File: config.mk
export PLATFORM = sky130hd
export DESIGN_NAME = wb_port_arbiter
export DESIGN_NICKNAME = d
export VERILOG_FILES = /design/src/rtl/wb_port_arbiter.sv
export SDC_FILE = /design/constraint.sdc
export NUM_CORES = 1
export LEC_CHECK = 0
export ABC_CLOCK_PERIOD_IN_PS = 4600
export BUFFER_PORTS_ARGS = -buffer_cell sky130_fd_sc_hd__buf_4
export CAP_MARGIN = 30
export CORE_ASPECT_RATIO = 0.6
export CORE_MARGIN = 3
export CORE_UTILIZATION = 25
export CTS_CLUSTER_SIZE = 10
export DETAILED_ROUTE_END_ITERATION = 6
export PLACE_DENSITY_LB_ADDON = 0.2
export SLEW_MARGIN = 20
export SYNTH_ARGS = -nofsm -noshare
export SYNTH_HDL_FRONTEND = slang
export SYNTH_SLANG_ARGS = --single-unit
File: constraint.sdc
create_clock -name clk -period 4.6 [get_ports clk]
set_input_delay 0.46 -clock clk [delete_from_list [all_inputs] [get_ports clk]]
set_output_delay 0.46 -clock clk [all_outputs]
set_load 0.01 [all_outputs]
File: src/rtl/wb_port_arbiter.sv
// wb_port_arbiter: merges pipeline writeback and long-latency (mul/div) results onto one RF write port.
// Latency: a grant in cycle N appears on rf_wr_* in cycle N+1; LU results wait at least one cycle in a 2-entry FIFO.
// Backpressure: lu_ready drops while the FIFO is full; pipe_stall asserts only when a forced LU grant beats the pipe.
//
// Ports:
//   clk, rst_n                               clock, async active-low reset
//   pipe_wr_en/addr/data, pipe_stall         pipeline writeback request and hold
//   lu_valid/addr/data, lu_ready             long-latency unit result handshake
//   rf_wr_en/addr/data                       registered register-file write port
//   lu_pending                               registered "LU FIFO non-empty"
//
// Optional feature: define WB_STARVE_GUARD_EN to build in the starvation guard.
// Without it the pipeline always wins and LU results drain only in pipe-idle cycles.

module wb_port_arbiter #(
   parameter int STARVE_LIMIT = 4
) (
   input  logic        clk,
   input  logic        rst_n,
   input  logic        pipe_wr_en,
   input  logic [4:0]  pipe_wr_addr,
   input  logic [31:0] pipe_wr_data,
   output logic        pipe_stall,
   input  logic        lu_valid,
   input  logic [4:0]  lu_addr,
   input  logic [31:0] lu_data,
   output logic        lu_ready,
   output logic        rf_wr_en,
   output logic [4:0]  rf_wr_addr,
   output logic [31:0] rf_wr_data,
   output logic        lu_pending
);

   typedef enum logic {ARB_PIPE, ARB_FORCE} arb_state_t;

   if (STARVE_LIMIT < 1 || STARVE_LIMIT > 15) begin : g_limit_check
      $error("wb_port_arbiter: STARVE_LIMIT must be in 1..15");
   end

   // LU result FIFO (2 entries)
   logic [4:0]  fifo_addr [2];
   logic [31:0] fifo_data [2];
   logic        wr_ptr;
   logic        rd_ptr;
   logic [1:0]  count;
   logic [1:0]  count_nxt;

   logic        pipe_req;
   logic        fifo_ne;
   logic        lu_push;
   logic        grant_pipe;
   logic        grant_head;
   arb_state_t  state;

   // Writes to x0 are not requests at all: never stalled, never written.
   assign pipe_req = pipe_wr_en && (pipe_wr_addr != 5'd0);
   assign fifo_ne  = (count != 2'd0);

   // Ready comes from the registered count only, so a same-cycle pop never
   // opens the door for a push into a full FIFO.
   assign lu_ready = (count != 2'd2);

   // x0 results are accepted (handshake completes) but silently dropped.
   assign lu_push  = lu_valid && lu_ready && (lu_addr != 5'd0);

   // Only registered FIFO contents are eligible, so a result pushed this
   // cycle cannot be granted before next cycle.
   always_comb begin
      grant_pipe = 1'b0;
      grant_head = 1'b0;
      if (state == ARB_FORCE && fifo_ne) begin
         grant_head = 1'b1;
      end else if (pipe_req) begin
         grant_pipe = 1'b1;
      end else if (fifo_ne) begin
         grant_head = 1'b1;
      end
   end

   always_comb begin
      count_nxt = count;
      case ({lu_push, grant_head})
         2'b10:   count_nxt = count + 2'd1;
         2'b01:   count_nxt = count - 2'd1;
         default: count_nxt = count;
      endcase
   end

`ifdef WB_STARVE_GUARD_EN
   localparam logic [3:0] LIMIT = 4'(STARVE_LIMIT);

   arb_state_t state_nxt;
   logic [3:0] starve_cnt;
   logic [3:0] starve_nxt;

   // Counts consecutive cycles the FIFO head waited while non-empty; once it
   // reaches the limit the following cycle belongs to the head.
   always_comb begin
      state_nxt  = state;
      starve_nxt = starve_cnt;
      if (grant_head || !fifo_ne) begin
         starve_nxt = 4'd0;
      end else if (starve_cnt != 4'hF) begin
         starve_nxt = starve_cnt + 4'd1;
      end
      if (state == ARB_PIPE) begin
         if (fifo_ne && !grant_head && starve_nxt >= LIMIT) begin
            state_nxt = ARB_FORCE;
         end
      end else begin
         // One forced head grant, then back to pipe priority.
         if (grant_head || !fifo_ne) begin
            state_nxt = ARB_PIPE;
         end
      end
   end

   always_ff @(posedge clk or negedge rst_n) begin
      if (!rst_n) begin
         state      <= ARB_PIPE;
         starve_cnt <= 4'd0;
      end else begin
         state      <= state_nxt;
         starve_cnt <= starve_nxt;
      end
   end

   assign pipe_stall = pipe_req && grant_head;
`else
   assign state      = ARB_PIPE;
   assign pipe_stall = 1'b0;
`endif

   // FIFO storage: contents are don't-care while count says empty.
   always_ff @(posedge clk) begin
      if (lu_push) begin
         fifo_addr[wr_ptr] <= lu_addr;
         fifo_data[wr_ptr] <= lu_data;
      end
   end

   always_ff @(posedge clk or negedge rst_n) begin
      if (!rst_n) begin
         wr_ptr     <= 1'b0;
         rd_ptr     <= 1'b0;
         count      <= 2'd0;
         lu_pending <= 1'b0;
         rf_wr_en   <= 1'b0;
         rf_wr_addr <= 5'd0;
         rf_wr_data <= 32'd0;
      end else begin
         if (lu_push) begin
            wr_ptr <= ~wr_ptr;
         end
         if (grant_head) begin
            rd_ptr <= ~rd_ptr;
         end
         count      <= count_nxt;
         lu_pending <= (count_nxt != 2'd0);

         // Address/data hold their last value on idle cycles.
         rf_wr_en <= grant_pipe || grant_head;
         if (grant_head) begin
            rf_wr_addr <= fifo_addr[rd_ptr];
            rf_wr_data <= fifo_data[rd_ptr];
         end else if (grant_pipe) begin
            rf_wr_addr <= pipe_wr_addr;
            rf_wr_data <= pipe_wr_data;
         end
      end
   end

endmodule

==> results.yml <==
run_status:
  status: "finished clean"
yosys:
  syn_nets: 397
  yosys_warnings: 0
  ys_seq_area_frac: 0.695
  syn_area_per_cell_um2: 14.9
  async_flop_share: 0.368
  syn_inst: 318
  ys_types: 32
  synth_ff_type: "edfxtp_1"
  synth-edff-count: 74
  ys_ff_latch: 117
  syn_area_um2: 4740
final_layout:
  utilization: 0.351
  register_area_um2: 3300
  layout-drive-gt1-share: 0.416
  area_delta_synth_final_pct: 35.7
  nFillCells: 1799
  layout.nets: 516
  diodes: 0
  multi_input_area_um2: 1340
clock_network:
  cts_tree: "done"
  post-cts-setup-buffers: 0
  cts_hold_buf: 0
  cts_buffers: 17
  post_cts_resized: 0
  cts_sinks: 117
  clk-insertion-delay-late_ns: 0.40
  clk_pin_slew_worst_paths_ns: 0.05
  cts_root_buffer: "clkbuf_16"
  cts_buffer_depth: 2
  htree_levels: 4
grt:
  grt_overflow: 0
  grt_antenna_before_repair: 0
  grt.total_usage: 0.121
  grt_max_degree: 44
  grt_pass1_vias: 3099
  grt_first_pass_wirelength_mm: 18.4
placement:
  pre_cts_slack_ns: 2.14
  port_buffers: 117
  gp_congestion: 0.680
  dp_hpwl_mm: 8.59
route:
  routed.top_layer: "met4"
  antenna_left: 0
  routed_wl_mm: 12.3
  routedWlPerCell_um: 17.8
  dr_wl_met3_um: 961
  drt-initial-drc-count: 138
  met2_wirelength_mm: 4.99
  wl_met1_mm: 6.32
  drc: 0
  via_per_inst: 4.33
  vias: 2989
  firstDrtPassIters: 7
power_and_ir_drop:
  powerDensity_nw_per_um2: 651
  leakagePower_nw: 2.53
  total_power_mw: 4.19
  vdd_drop_max_uv: 348
setup_path:
  crit_fanout: 38
  critPathCaptureType: "flop"
  worstPathRequired_ns: 4.69
  path_class: "flop to flop"
  critPathArrivalTime_ns: 2.53
  cp-start-kind: "flop"
floorplan:
  die-area_um2: 20700
  core_um2: 18400
  die_w_um: 184
  die_h_um: 113
  num_io_pins: 119
  start_util: 0.259
  num_rows: 38
sta:
  setup_viol_count_final: 0
  tightest_slew_ns: 0.816
  max_freq_mhz: 409
  drv_slew: 0
  skew_ns: 0.0106
  rsz0062_at_grt: "no"
  tns_ns: 0
  post-route-min-period_ns: 2.44
  timing.final.ws_setup_ns: 2.16
  timing.hold.ws_ns: 0.0853
  maxSlewHeadroom: 0.456
  hold_violations: 0
  period_share: 0.531
hold_path:
  min_path_type: "primary input to async pin"
run:
  drv_cap: 0
-- final cells by class --
| class | count | area share |
|---|---|---|
| multi-input cells | 178 | 0.208 |
| inverters | 1 | 0.000583 |
| well taps | 240 | 0.0466 |
| repair buffers | 122 | 0.148 |
| clock buffers | 28 | 0.0806 |
| clock inverters | 4 | 0.00311 |
| flip-flops and latches | 117 | 0.513 |
-- kinds of logic after synthesis --
logic type      share of synthesized area
buf+inv                            0.0256
mux                                 0.146
other cells                      0.000790
xor+xnor                          0.00554
flops                               0.695
fa+ha+maj                         0.00264
compound gates                     0.0609
simple gates                       0.0638
-- Yosys cell counts (2+ instances only) --
cell type | n | area share
a211oi_1 | 4 | 0.0063
a21oi_1 | 33 | 0.035
buf_1 | 2 | 0.0016
buf_2 | 7 | 0.0074
buf_6 | 3 | 0.0071
clkbuf_1 | 9 | 0.0071
dfrtp_1 | 43 | 0.23
edfxtp_1 | 74 | 0.47
mux2_2 | 32 | 0.076
mux2i_1 | 33 | 0.070
nand2_1 | 6 | 0.0047
nor2_1 | 9 | 0.0071
nor2b_1 | 4 | 0.0053
nor3_1 | 34 | 0.036
o21ai_0 | 2 | 0.0021
o31ai_1 | 4 | 0.0063
or2_2 | 2 | 0.0026
xnor2_1 | 3 | 0.0055
-- through the flow --
step,std cells,cell area [um^2]
after floorplan,318,4740
after global placement,656,5850
after detailed placement,658,5900
after CTS,690,6440
after global routing,690,6440
final,690,6440
-- sequential cells by signal, summed over array words and instances, names as in the netlist --
signal,flops
rf_wr_data,32
rd_ptr,1
lu_pending,1
fifo_data,64
count,2
wr_ptr,1
rf_wr_en,1
fifo_addr,10
rf_wr_addr,5
-- per-layer routing --
| layer | global-route usage | vias to the layer above |
|---|---|---|
| met4 | 0.0367 | 0 |
| li1 | - | 1437 |
| met3 | 0.0440 | 5 |
| met5 | 0 | - |
| met1 | 0.182 | 1449 |
| met2 | 0.162 | 98 |
-- worst paths after layout --
kind / start / endpoint / slack, ns / depth (start not counted)
max reg2reg: count[0] / fifo_data[0][28] / 2.16 / 4
min: rst_n / rf_wr_data[0] / 0.09 / 1
max in group asynchronous: rst_n / count[0] / 4.05 / 1
min reg2reg: wr_ptr / wr_ptr / 0.55 / 1
max: count[0] / fifo_data[0][28] / 2.16 / 4
min in group clk: lu_data[13] / fifo_data[0][13] / 0.25 / 1
-- layout by cell type (no fill, tap or decap), types with 3 or more instances in the layout --
master / synthesis / final
clkbuf_16: 0 / 19
edfxtp_1: 74 / 74
clkbuf_1: 9 / 8
buf_4: 1 / 120
xnor2_1: 3 / 3
nand2_1: 6 / 6
mux2_2: 32 / 32
mux2i_1: 33 / 33
o31ai_1: 4 / 4
nor2b_1: 4 / 4
nor2_1: 9 / 7
dfrtp_1: 43 / 41
clkinv_2: 0 / 4
a211oi_1: 4 / 4
a21oi_1: 33 / 33
nor3_1: 34 / 34
-- where the power goes --
part | total (mW) | leakage [nW] | internal (mW) | switching [mW]
sequential | 1.72 | 1.18 | 1.46 | 0.261
combinational | 1.28 | 1.08 | 0.623 | 0.655
clock | 1.19 | 0.266 | 0.764 | 0.427
total | 4.19 | 2.53 | 2.85 | 1.34
-- worst max-delay path, stage by stage, from the launching register on --
cell,delay [ns]
dfrtp_2,0.89
nand2b_1,0.23
o211ai_2,0.22
nor2_4,0.55
buf_16,0.24
(Power assumes the default switching activity.)
